===== config.mk =====
export PLATFORM = sky130hd
export DESIGN_NAME = uart_tx_scheduler
export DESIGN_NICKNAME = d
export VERILOG_FILES = /design/src/rtl/uart_tx_sched_pkg.sv /design/src/rtl/uart_byte_tx.sv /design/src/rtl/uart_tx_scheduler.sv
export SDC_FILE = /design/constraint.sdc
export NUM_CORES = 1
export LEC_CHECK = 0
export CAP_MARGIN = 10
export CORE_MARGIN = 2
export CORE_UTILIZATION = 55
export CTS_CLUSTER_DIAMETER = 120
export DETAILED_ROUTE_END_ITERATION = 6
export PLACE_DENSITY = 0.76
export RECOVER_POWER = 25
export SLEW_MARGIN = 20
export SYNTH_ARGS = -nofsm -noshare
export SYNTH_HDL_FRONTEND = slang
export SYNTH_HIERARCHICAL = 1
export SYNTH_SLANG_ARGS = --single-unit

===== constraint.sdc =====
create_clock -name clk -period 4.2 [get_ports clk]
set_input_delay 0.84 -clock clk [delete_from_list [all_inputs] [get_ports clk]]
set_output_delay 0.84 -clock clk [all_outputs]
set_load 0.01 [all_outputs]

===== src/rtl/uart_tx_sched_pkg.sv =====
// Shared types and constants for the UART word scheduler; frame length follows UART_TX_SCHED_PARITY_EN.
// No logic of its own: state encoding, frame size and the parity helper.
package uart_tx_sched_pkg;

    typedef enum logic [2:0] {
        IDLE,
        SEND_LO,
        GAP1,
        SEND_HI,
        GAP2
    } state_t;

`ifdef UART_TX_SCHED_PARITY_EN
    localparam int FRAME_BITS = 11;
`else
    localparam int FRAME_BITS = 10;
`endif

    localparam int SRC_ID_W = 4;

    function automatic logic even_parity(input logic [7:0] b);
        return ^b;
    endfunction

endpackage


===== src/rtl/uart_byte_tx.sv =====
// One UART frame (start, 8 data LSB first, parity under UART_TX_SCHED_PARITY_EN, stop).
// Latency: start bit on tx the cycle after start; done pulses in the last cycle of the stop bit.
// Backpressure: none; start is only legal while no frame is in progress.
module uart_byte_tx
    import uart_tx_sched_pkg::*;
#(
    parameter int BAUD_DIV = 5208
) (
    input  logic       clk,
    input  logic       n_rst,
    input  logic       start,
    input  logic [7:0] payload,
    output logic       done,
    output logic       tx
);

    localparam int CNT_W = (BAUD_DIV > 1) ? $clog2(BAUD_DIV) : 1;

    logic [CNT_W-1:0]      baud_cnt;
    logic [3:0]            bit_idx;
    logic [FRAME_BITS-2:0] shreg;
    logic                  active;
    logic [FRAME_BITS-1:0] frame;
    logic                  bit_end;

    always_comb begin
`ifdef UART_TX_SCHED_PARITY_EN
        frame = {1'b1, even_parity(payload), payload, 1'b0};
`else
        frame = {1'b1, payload, 1'b0};
`endif
    end

    assign bit_end = active && (baud_cnt == CNT_W'(BAUD_DIV - 1));
    assign done    = bit_end && (bit_idx == 4'(FRAME_BITS - 1));

    // tx is registered so the pin never glitches; idle and gaps both read as 1.
    always_ff @(posedge clk or negedge n_rst) begin
        if (!n_rst) begin
            active   <= 1'b0;
            baud_cnt <= '0;
            bit_idx  <= '0;
            shreg    <= '1;
            tx       <= 1'b1;
        end else if (start) begin
            active   <= 1'b1;
            baud_cnt <= '0;
            bit_idx  <= '0;
            tx       <= frame[0];
            shreg    <= frame[FRAME_BITS-1:1];
        end else if (bit_end) begin
            baud_cnt <= '0;
            if (done) begin
                active <= 1'b0;
                tx     <= 1'b1;
            end else begin
                bit_idx <= bit_idx + 4'd1;
                tx      <= shreg[0];
                shreg   <= {1'b1, shreg[FRAME_BITS-2:1]};
            end
        end else if (active) begin
            baud_cnt <= baud_cnt + CNT_W'(1);
        end
    end

endmodule


===== src/rtl/uart_tx_scheduler.sv =====
// Round-robin share of one UART TX line between N_SRC 12-bit word sources (UART_TX_SCHED_PARITY_EN adds parity).
// Latency: ack in the first IDLE cycle with a request, start bit the next cycle; word = 2 frames + 2 gap bits.
// Backpressure: req is level-held until ack and only sampled in IDLE; busy marks the word in flight.
module uart_tx_scheduler
    import uart_tx_sched_pkg::*;
#(
    parameter int N_SRC    = 2,
    parameter int DATA_W   = 12,
    parameter int BAUD_DIV = 5208
) (
    input  logic                    clk,
    input  logic                    n_rst,
    input  logic [N_SRC-1:0]        req,
    input  logic [N_SRC*DATA_W-1:0] data,
    output logic [N_SRC-1:0]        ack,
    output logic                    tx,
    output logic                    busy
);

    localparam int ID1_W = SRC_ID_W + 1;
    localparam int GAP_W = (BAUD_DIV > 1) ? $clog2(BAUD_DIV) : 1;

    state_t              state, state_nxt;
    logic [SRC_ID_W-1:0] ptr, gnt_id, src_id;
    logic [ID1_W-1:0]    sum;
    logic [N_SRC-1:0]    rot;
    logic                gnt_vld, grant;
    logic [DATA_W-1:0]   gnt_word, word;
    logic [GAP_W-1:0]    gap_cnt;
    logic                in_gap, gap_end;
    logic                start, done;
    logic [7:0]          payload;

    // Rotating the doubled request vector puts the pointer's source at bit 0.
    assign rot = N_SRC'({req, req} >> ptr);

    always_comb begin
        gnt_vld  = 1'b0;
        gnt_id   = '0;
        gnt_word = '0;
        sum      = '0;
        for (int k = 0; k < N_SRC; k++) begin
            if (!gnt_vld && rot[k]) begin
                gnt_vld = 1'b1;
                sum     = {1'b0, ptr} + ID1_W'(k);
                if (sum >= ID1_W'(N_SRC)) begin
                    sum = sum - ID1_W'(N_SRC);
                end
                gnt_id = sum[SRC_ID_W-1:0];
            end
        end
        for (int i = 0; i < N_SRC; i++) begin
            if (gnt_id == SRC_ID_W'(i)) begin
                gnt_word = data[i*DATA_W +: DATA_W];
            end
        end
    end

    assign grant = (state == IDLE) && gnt_vld;
    assign busy  = (state != IDLE) || grant;

    always_comb begin
        for (int i = 0; i < N_SRC; i++) begin
            ack[i] = grant && (gnt_id == SRC_ID_W'(i));
        end
    end

    assign in_gap  = (state == GAP1) || (state == GAP2);
    assign gap_end = in_gap && (gap_cnt == GAP_W'(BAUD_DIV - 1));

    always_comb begin
        state_nxt = state;
        start     = 1'b0;
        payload   = word[7:0];
        case (state)
            IDLE: begin
                if (grant) begin
                    state_nxt = SEND_LO;
                    start     = 1'b1;
                    payload   = gnt_word[7:0];
                end
            end
            SEND_LO: if (done) state_nxt = GAP1;
            // The high frame is launched on the last gap cycle so its start bit follows the gap directly.
            GAP1: begin
                if (gap_end) begin
                    state_nxt = SEND_HI;
                    start     = 1'b1;
                    payload   = {src_id, word[DATA_W-1:8]};
                end
            end
            SEND_HI: if (done) state_nxt = GAP2;
            GAP2:    if (gap_end) state_nxt = IDLE;
            default: state_nxt = IDLE;
        endcase
    end

    always_ff @(posedge clk or negedge n_rst) begin
        if (!n_rst) begin
            state   <= IDLE;
            ptr     <= '0;
            word    <= '0;
            src_id  <= '0;
            gap_cnt <= '0;
        end else begin
            state <= state_nxt;
            if (grant) begin
                word   <= gnt_word;
                src_id <= gnt_id;
                ptr    <= (gnt_id == SRC_ID_W'(N_SRC - 1)) ? '0 : gnt_id + SRC_ID_W'(1);
            end
            if (in_gap && !gap_end) begin
                gap_cnt <= gap_cnt + GAP_W'(1);
            end else begin
                gap_cnt <= '0;
            end
        end
    end

    uart_byte_tx #(
        .BAUD_DIV(BAUD_DIV)
    ) u_byte_tx (
        .clk    (clk),
        .n_rst  (n_rst),
        .start  (start),
        .payload(payload),
        .done   (done),
        .tx     (tx)
    );

endmodule


==> flow_summary.toml, run 1 <==
[clock_network]
cts-htree-levels = 3
cts_resized = 0
clock_path_buffers = 2
cts_hold_buf = 0
cts_tree = "yes"
clk_pin_slew_ns = 0.07
clkLatencyLatePin_ns = 0.34
cts-root-buf = "clkbuf_8"
cts_sinks = 63
post_cts_buffers = 0
cts_buffers = 9

[placed_design]
preCtsSetupSlack_ns = 0.240
dpl_cell_area_um2 = 4040
dp_cells = 488
port_buffers = 31
dpl.hpwl_um = 5090
gp_congestion = 0.901

[worst_setup_path]
reg2reg_from = "gap_cnt[3]$_DFF_PN0_"
cp_cell_sequence = "clkdlybuf4s50_1 > nor3b_2 > o21ai_1 > a31o_1 > o21ai_4 > nand4_4 > nor2_1 > clkdlybuf4s50_1"
path_buf_inv = 2
endpoint_kind = "primary output"
cp.required_ns = 3.36
critPathArrivalTime_ns = 3.13
cp_max_fo = 7
crit_slowest_cell = "clkdlybuf4s50_1"
reg2regPathDepth = 7
startpoint_type = "input pin"
crit_family = "buffers and inverters"
cp.depth = 8
path_class = "in2out"
crit_path_frequent_cell = "clkdlybuf4s50_1"
cp_slowest_stage_delay_ns = 0.56
cp-startpoint = "req[1]"

[drt]
via_count = 2938
final_antenna_net_count = 0
drc = 0
wl_um = 7220
drt-initial-drc-count = 144
wl_per_cell_um = 14.3
viasPerCell = 5.83
first_pass_iters = 5

[cells_and_area]
ff_latch_area_um2 = 1590
fillCellCount = 516
multi_input_area_um2 = 1960
fin_area_um2 = 4200
utilization_pct = 65.4
final_layout_size_suffix_gt1_share_pct = 11.9
diodes = 0
layout_common_cells = "54 x dfrtp_1, 49 x nor2_1, 30 x nand2_1, 30 x clkdlybuf4s50_1, 26 x a21oi_1"
syn_to_final_growth_pct = 13.5
final_common_cell = "dfrtp_1"
final_nets = 460
finalNonFillerCells = 504

[synthesis]
muxShareOfSynthArea_pct = 3.55
synth_compound_area_share_pct = 16.1
synthDistinctLibCells = 61
yosysWarnings = 6
ys_seq_area_share_pct = 42.9
synth.area.top_cells = "dfrtp_1 36%, dfstp_2 6.4%, nor2_1 5.0%"
synth_simple_gate_area_share_pct = 23.9
yosys.area_share.xor_xnor_pct = 6.11
synth_top_family_by_area = "simple AND/OR/NAND/NOR gates"
synth_edf_count = 0
synth_fa_ha_area_share_pct = 3.38
yosysTopAreaCell = "dfrtp_1"
synth_area_um2 = 3700
ys_ff_latch = 63
syn_nets = 432
yosys_most_used_dff = "dfrtp_1"
synthCells = 394
syn_avg_cell_area_um2 = 9.40
synth_top_area_share_pct = 36.5
async_flop_share_pct = 100

[sta]
slew_headroom_pct = -26.2
tightestPinTransition_ns = 1.89
min_period_ns = 3.97
setup_viol = 0
slew_violations = 37
clock_skew_ns = 0.0125
fin_crit_sh_pct = 94.6
setup_tns_ns = 0
max_freq_mhz = 252
rsz0062_at_grt = "no"
setup_ws_ns = 0.227
hold_viol = 0

[global_route]
busiest_layer = "met2"
met1_usage_pct = 27.6
grt_pass1_wl_um = 12400
grtUsageMet3_pct = 5.49
grt_max_degree = 37
grt_pass1_vias = 2815
grt_usage_pct = 21.3
antenna_found_initial = 0
use_met2_pct = 33.8
overflow = 0

[floorplanning]
num_rows = 29
die_h_um = 86.1
ios = 32
die_width_um = 86.1
core_um2 = 6420
initial_core_util_pct = 57.7
die-area_um2 = 7410

[power_and_ir_drop]
power.leakage_nw = 1.76
max-vdd-ir-drop_mv = 0.267
p_per_area_nw_per_um2 = 262

[run_status]
violations = "max-capacitance violations, max-slew violations"
status = "finished with violations"

[hold_path]
holdPathStages = 1
min_from = "gap_cnt[0]$_DFF_PN0_"
timing.hold.worst.class = "reg2reg"

[run]
cap_violations = 1
## cells in the mapped netlist, types with 3 or more instances
master and count:
o21ai_0 14, mux2i_1 12, nand2b_1 8, nor2_1 49
a31oi_1 9, ha_1 10, nand3_1 13, o211ai_1 4
o21ai_1 25, buf_6 4, nand4_1 5, a21oi_1 26
and3_1 8, nand2_1 30, xnor2_1 8, xor2_1 16
a21boi_1 3, inv_1 8, or3_1 4, dfrtp_1 54
nor2b_1 8, clkbuf_1 11, nor3_1 5, dfstp_2 9
buf_2 4
## where the power goes
group	internal (mW)	total (mW)	leakage (nW)	switching, mW
clock network	0.227	0.451	0.0861	0.224
registers	0.607	0.607	0.777	0
logic	0.0243	0.0429	0.902	0.0186
total	0.859	1.10	1.76	0.243
## kinds of logic after synthesis
family | Yosys count
buffers and inverters | 29
multiplexers | 13
flip-flops | 63
AND/OR/NAND/NOR | 157
XOR/XNOR | 25
AO/OA/AOI/OAI | 97
adder cells (fa/ha/maj) | 10
## flip-flops by register name, indices dropped and copies added, names as in the netlist
name                count
u_byte_tx/baud_cnt     13
u_byte_tx/active        1
ptr                     4
src_id                  4
state                   3
u_byte_tx/shreg         8
word                   12
u_byte_tx/tx            1
u_byte_tx/bit_idx       4
gap_cnt                13
## layer usage
metal | share of wire, % | wire [um] | vias to the layer above
li1 | - | - | 1446
met1 | 46 | 3290 | 1388
met2 | 47 | 3430 | 87
met3 | 5.1 | 367 | 17
met4 | 1.9 | 135 | 0
met5 | 0 | 0 | -
## cell type report
| cell class | count | area share [%] |
|---|---|---|
| clock buffers | 12 | 3.45 |
| clock inverters | 4 | 0.536 |
| inverters | 8 | 0.714 |
| multi-input cells | 302 | 46.7 |
| flip-flops and latches | 63 | 37.8 |
| well taps | 77 | 2.29 |
| repair buffers | 38 | 8.48 |
## worst reg2reg max path, cell delays in order, from the launching register on
cell and delay [ns]:
dfrtp_1 0.43, or4b_1 0.54, nor4_2 0.21, and3_1 0.57, or2_1 0.31, buf_4 0.32
nand2b_1 0.34, nor2_1 0.09
## per-stage QoR
stage | hold slack [ns] | total power, mW
after global placement | 0.449 | 0.662
after CTS | 0.476 | 1.12
final | 0.467 | 1.10
after detailed placement | 0.466 | 0.663
after global routing | 0.490 | 1.15
after floorplan | 0.433 | 0.623
## final timing paths
check | slack (ns) | to
worst min-delay path | 0.47 | gap_cnt[0]$_DFF_PN0_
worst max-delay path | 0.23 | ack[1]
min in group asynchronous | 1.02 | gap_cnt[0]$_DFF_PN0_
worst min register to register | 0.47 | gap_cnt[0]$_DFF_PN0_
max in group asynchronous | 1.91 | u_byte_tx/shreg[3]$_DFFE_PN1P_
worst max register to register | 1.27 | u_byte_tx/baud_cnt[7]$_DFFE_PN0P_
Note: power is estimated with default switching activity, not from simulation.
==> inputs of run 2 (changes only) <==
- CELL_PAD_IN_SITES_DETAIL_PLACEMENT: unset -> 0
- CELL_PAD_IN_SITES_GLOBAL_PLACEMENT: unset -> 1
- CORE_UTILIZATION: 55 -> 40
- PLACE_DENSITY: 0.76 -> unset
- PLACE_DENSITY_LB_ADDON: unset -> 0.1
==> run 2 against run 1 <==
The run still ends with max-capacitance violations, max-slew violations left. Worst setup slack worse by 0.018 ns. Maximum frequency down 0.44%. Sequential power about the same. Sequential share of layout area down 0.36 points. Via count down 2.0%. Register-to-register slack worse by 0.13 ns. Wire length up 7.9%. Utilization down 19 points. Worst hold slack better by 0.0047 ns. Highest routed layer unchanged.
==> flow_summary.toml, run 2 (synthesis gave the netlist of run 1 again) <==
[hold_path]
timing.hold.worst.class = "reg2reg"

[clock_network]
cts-root-buf = "clkbuf_8"
cts-htree-levels = 3
clock_path_buffers = 2
cts_buffers = 9
cts_tree = "yes"
cts_resized = 0
clk_pin_slew_ns = 0.07
cts_sinks = 63
clkLatencyLatePin_ns = 0.33
post_cts_buffers = 0
cts_hold_buf = 0

[sta]
max_freq_mhz = 251
setup_ws_ns = 0.209
slew_violations = 33
tightestPinTransition_ns = 1.88
min_period_ns = 3.99
clock_skew_ns = 0.00525
hold_viol = 0
fin_crit_sh_pct = 95.0
setup_tns_ns = 0
setup_viol = 0
slew_headroom_pct = -25.4
rsz0062_at_grt = "no"

[cells_and_area]
final_common_cell = "dfrtp_1"
diodes = 0
fillCellCount = 889
syn_to_final_growth_pct = 14.6
final_nets = 460
final_layout_size_suffix_gt1_share_pct = 11.9
layout_common_cells = "54 x dfrtp_1, 49 x nor2_1, 30 x nand2_1, 30 x clkdlybuf4s50_1, 26 x a21oi_1"
largest_registers = "gap_cnt (13), u_byte_tx/baud_cnt (13), word (12)"
fin_area_um2 = 4240
utilization_pct = 46.6

[global_route]
grt_usage_pct = 16.9
grt_pass1_wl_um = 13600
antenna_found_initial = 0
overflow = 0
grt_max_degree = 33
grt_pass1_vias = 2805

[worst_setup_path]
path_class = "in2out"
r2r_slack_ns = 1.14
cp-startpoint = "req[1]"
cp.required_ns = 3.36
cp_max_fo = 7
endpoint_kind = "primary output"
reg2reg_from = "gap_cnt[3]$_DFF_PN0_"
startpoint_type = "input pin"
crit_end = "ack[0]"
reg2regPathDepth = 8
r2r_end = "u_byte_tx/baud_cnt[12]$_DFFE_PN0P_"
critPathArrivalTime_ns = 3.15

[drt]
final_antenna_net_count = 0
first_pass_iters = 4
viasPerCell = 5.35
drt-initial-drc-count = 106
wl_per_cell_um = 14.5
wl_um = 7790
drc = 0
via_count = 2880

[placed_design]
gp_congestion = 0.850
dpl.hpwl_um = 5430
preCtsSetupSlack_ns = 0.133
port_buffers = 31
dpl_cell_area_um2 = 4080

[run_status]
violations = "max-capacitance violations, max-slew violations"
status = "finished with violations"

[power_and_ir_drop]
finalPower_mw = 1.11
power.leakage_nw = 1.77
max-vdd-ir-drop_mv = 0.126
p_per_area_nw_per_um2 = 261

[floorplanning]
die_h_um = 100
die_width_um = 100
core_um2 = 9110
initial_core_util_pct = 40.7
die-area_um2 = 10000
num_rows = 35
ios = 32

[run]
cap_violations = 1
-- run 2: cell type report --
cell class / count / area (um2) / area share, %
clock buffer: 12 / 145 / 3.42
clock inverter: 4 / 22.5 / 0.531
inverter: 8 / 30.0 / 0.708
multi-input combinational: 302 / 1960 / 46.2
sequential: 63 / 1590 / 37.4
tap: 111 / 139 / 3.27
timing repair buffer: 38 / 357 / 8.40
-- run 2: metrics by stage --
step           instances  hold slack (ns)
3_5_place_dp         522            0.453
3_3_place_gp         522            0.453
6_report             538            0.472
2_1_floorplan        394            0.433
4_1_cts              538            0.470
5_1_grt              538            0.479
-- run 2: how the worst min path moves through the flow --
| stage | to | from | slack, ns | cells after the start |
|---|---|---|---|---|
| after floorplan | gap_cnt[0]$_DFF_PN0_ | gap_cnt[0]$_DFF_PN0_ | 0.43 | 1 |
| after global routing | gap_cnt[0]$_DFF_PN0_ | gap_cnt[0]$_DFF_PN0_ | 0.48 | 1 |
| after detailed placement | gap_cnt[0]$_DFF_PN0_ | gap_cnt[0]$_DFF_PN0_ | 0.45 | 1 |
| final | gap_cnt[0]$_DFF_PN0_ | gap_cnt[0]$_DFF_PN0_ | 0.47 | 1 |
| after global placement | gap_cnt[0]$_DFF_PN0_ | gap_cnt[0]$_DFF_PN0_ | 0.45 | 1 |
| after CTS | gap_cnt[0]$_DFF_PN0_ | gap_cnt[0]$_DFF_PN0_ | 0.47 | 1 |
-- run 2: worst max-delay path, stage by stage --
cell	delay, ns
clkdlybuf4s50_1	0.55
nor3b_2	0.26
o21ai_1	0.11
a31o_1	0.23
o21ai_4	0.25
nand4_4	0.15
nor2_1	0.19
clkdlybuf4s50_1	0.56
-- run 2: where the power goes --
| part | switching, mW | total, mW | internal, mW |
|---|---|---|---|
| Sequential | 0 | 0.607 | 0.607 |
| Clock | 0.230 | 0.458 | 0.228 |
| Combinational | 0.0192 | 0.0435 | 0.0242 |
| Total | 0.250 | 1.11 | 0.859 |
-- run 2: metal layers --
layer,track usage [%],wire [um],up-vias
met5,0,0,-
met1,23.1,3890,1383
li1,-,-,1449
met2,27.0,3590,40
met3,2.99,201,8
met4,6.11,106,0
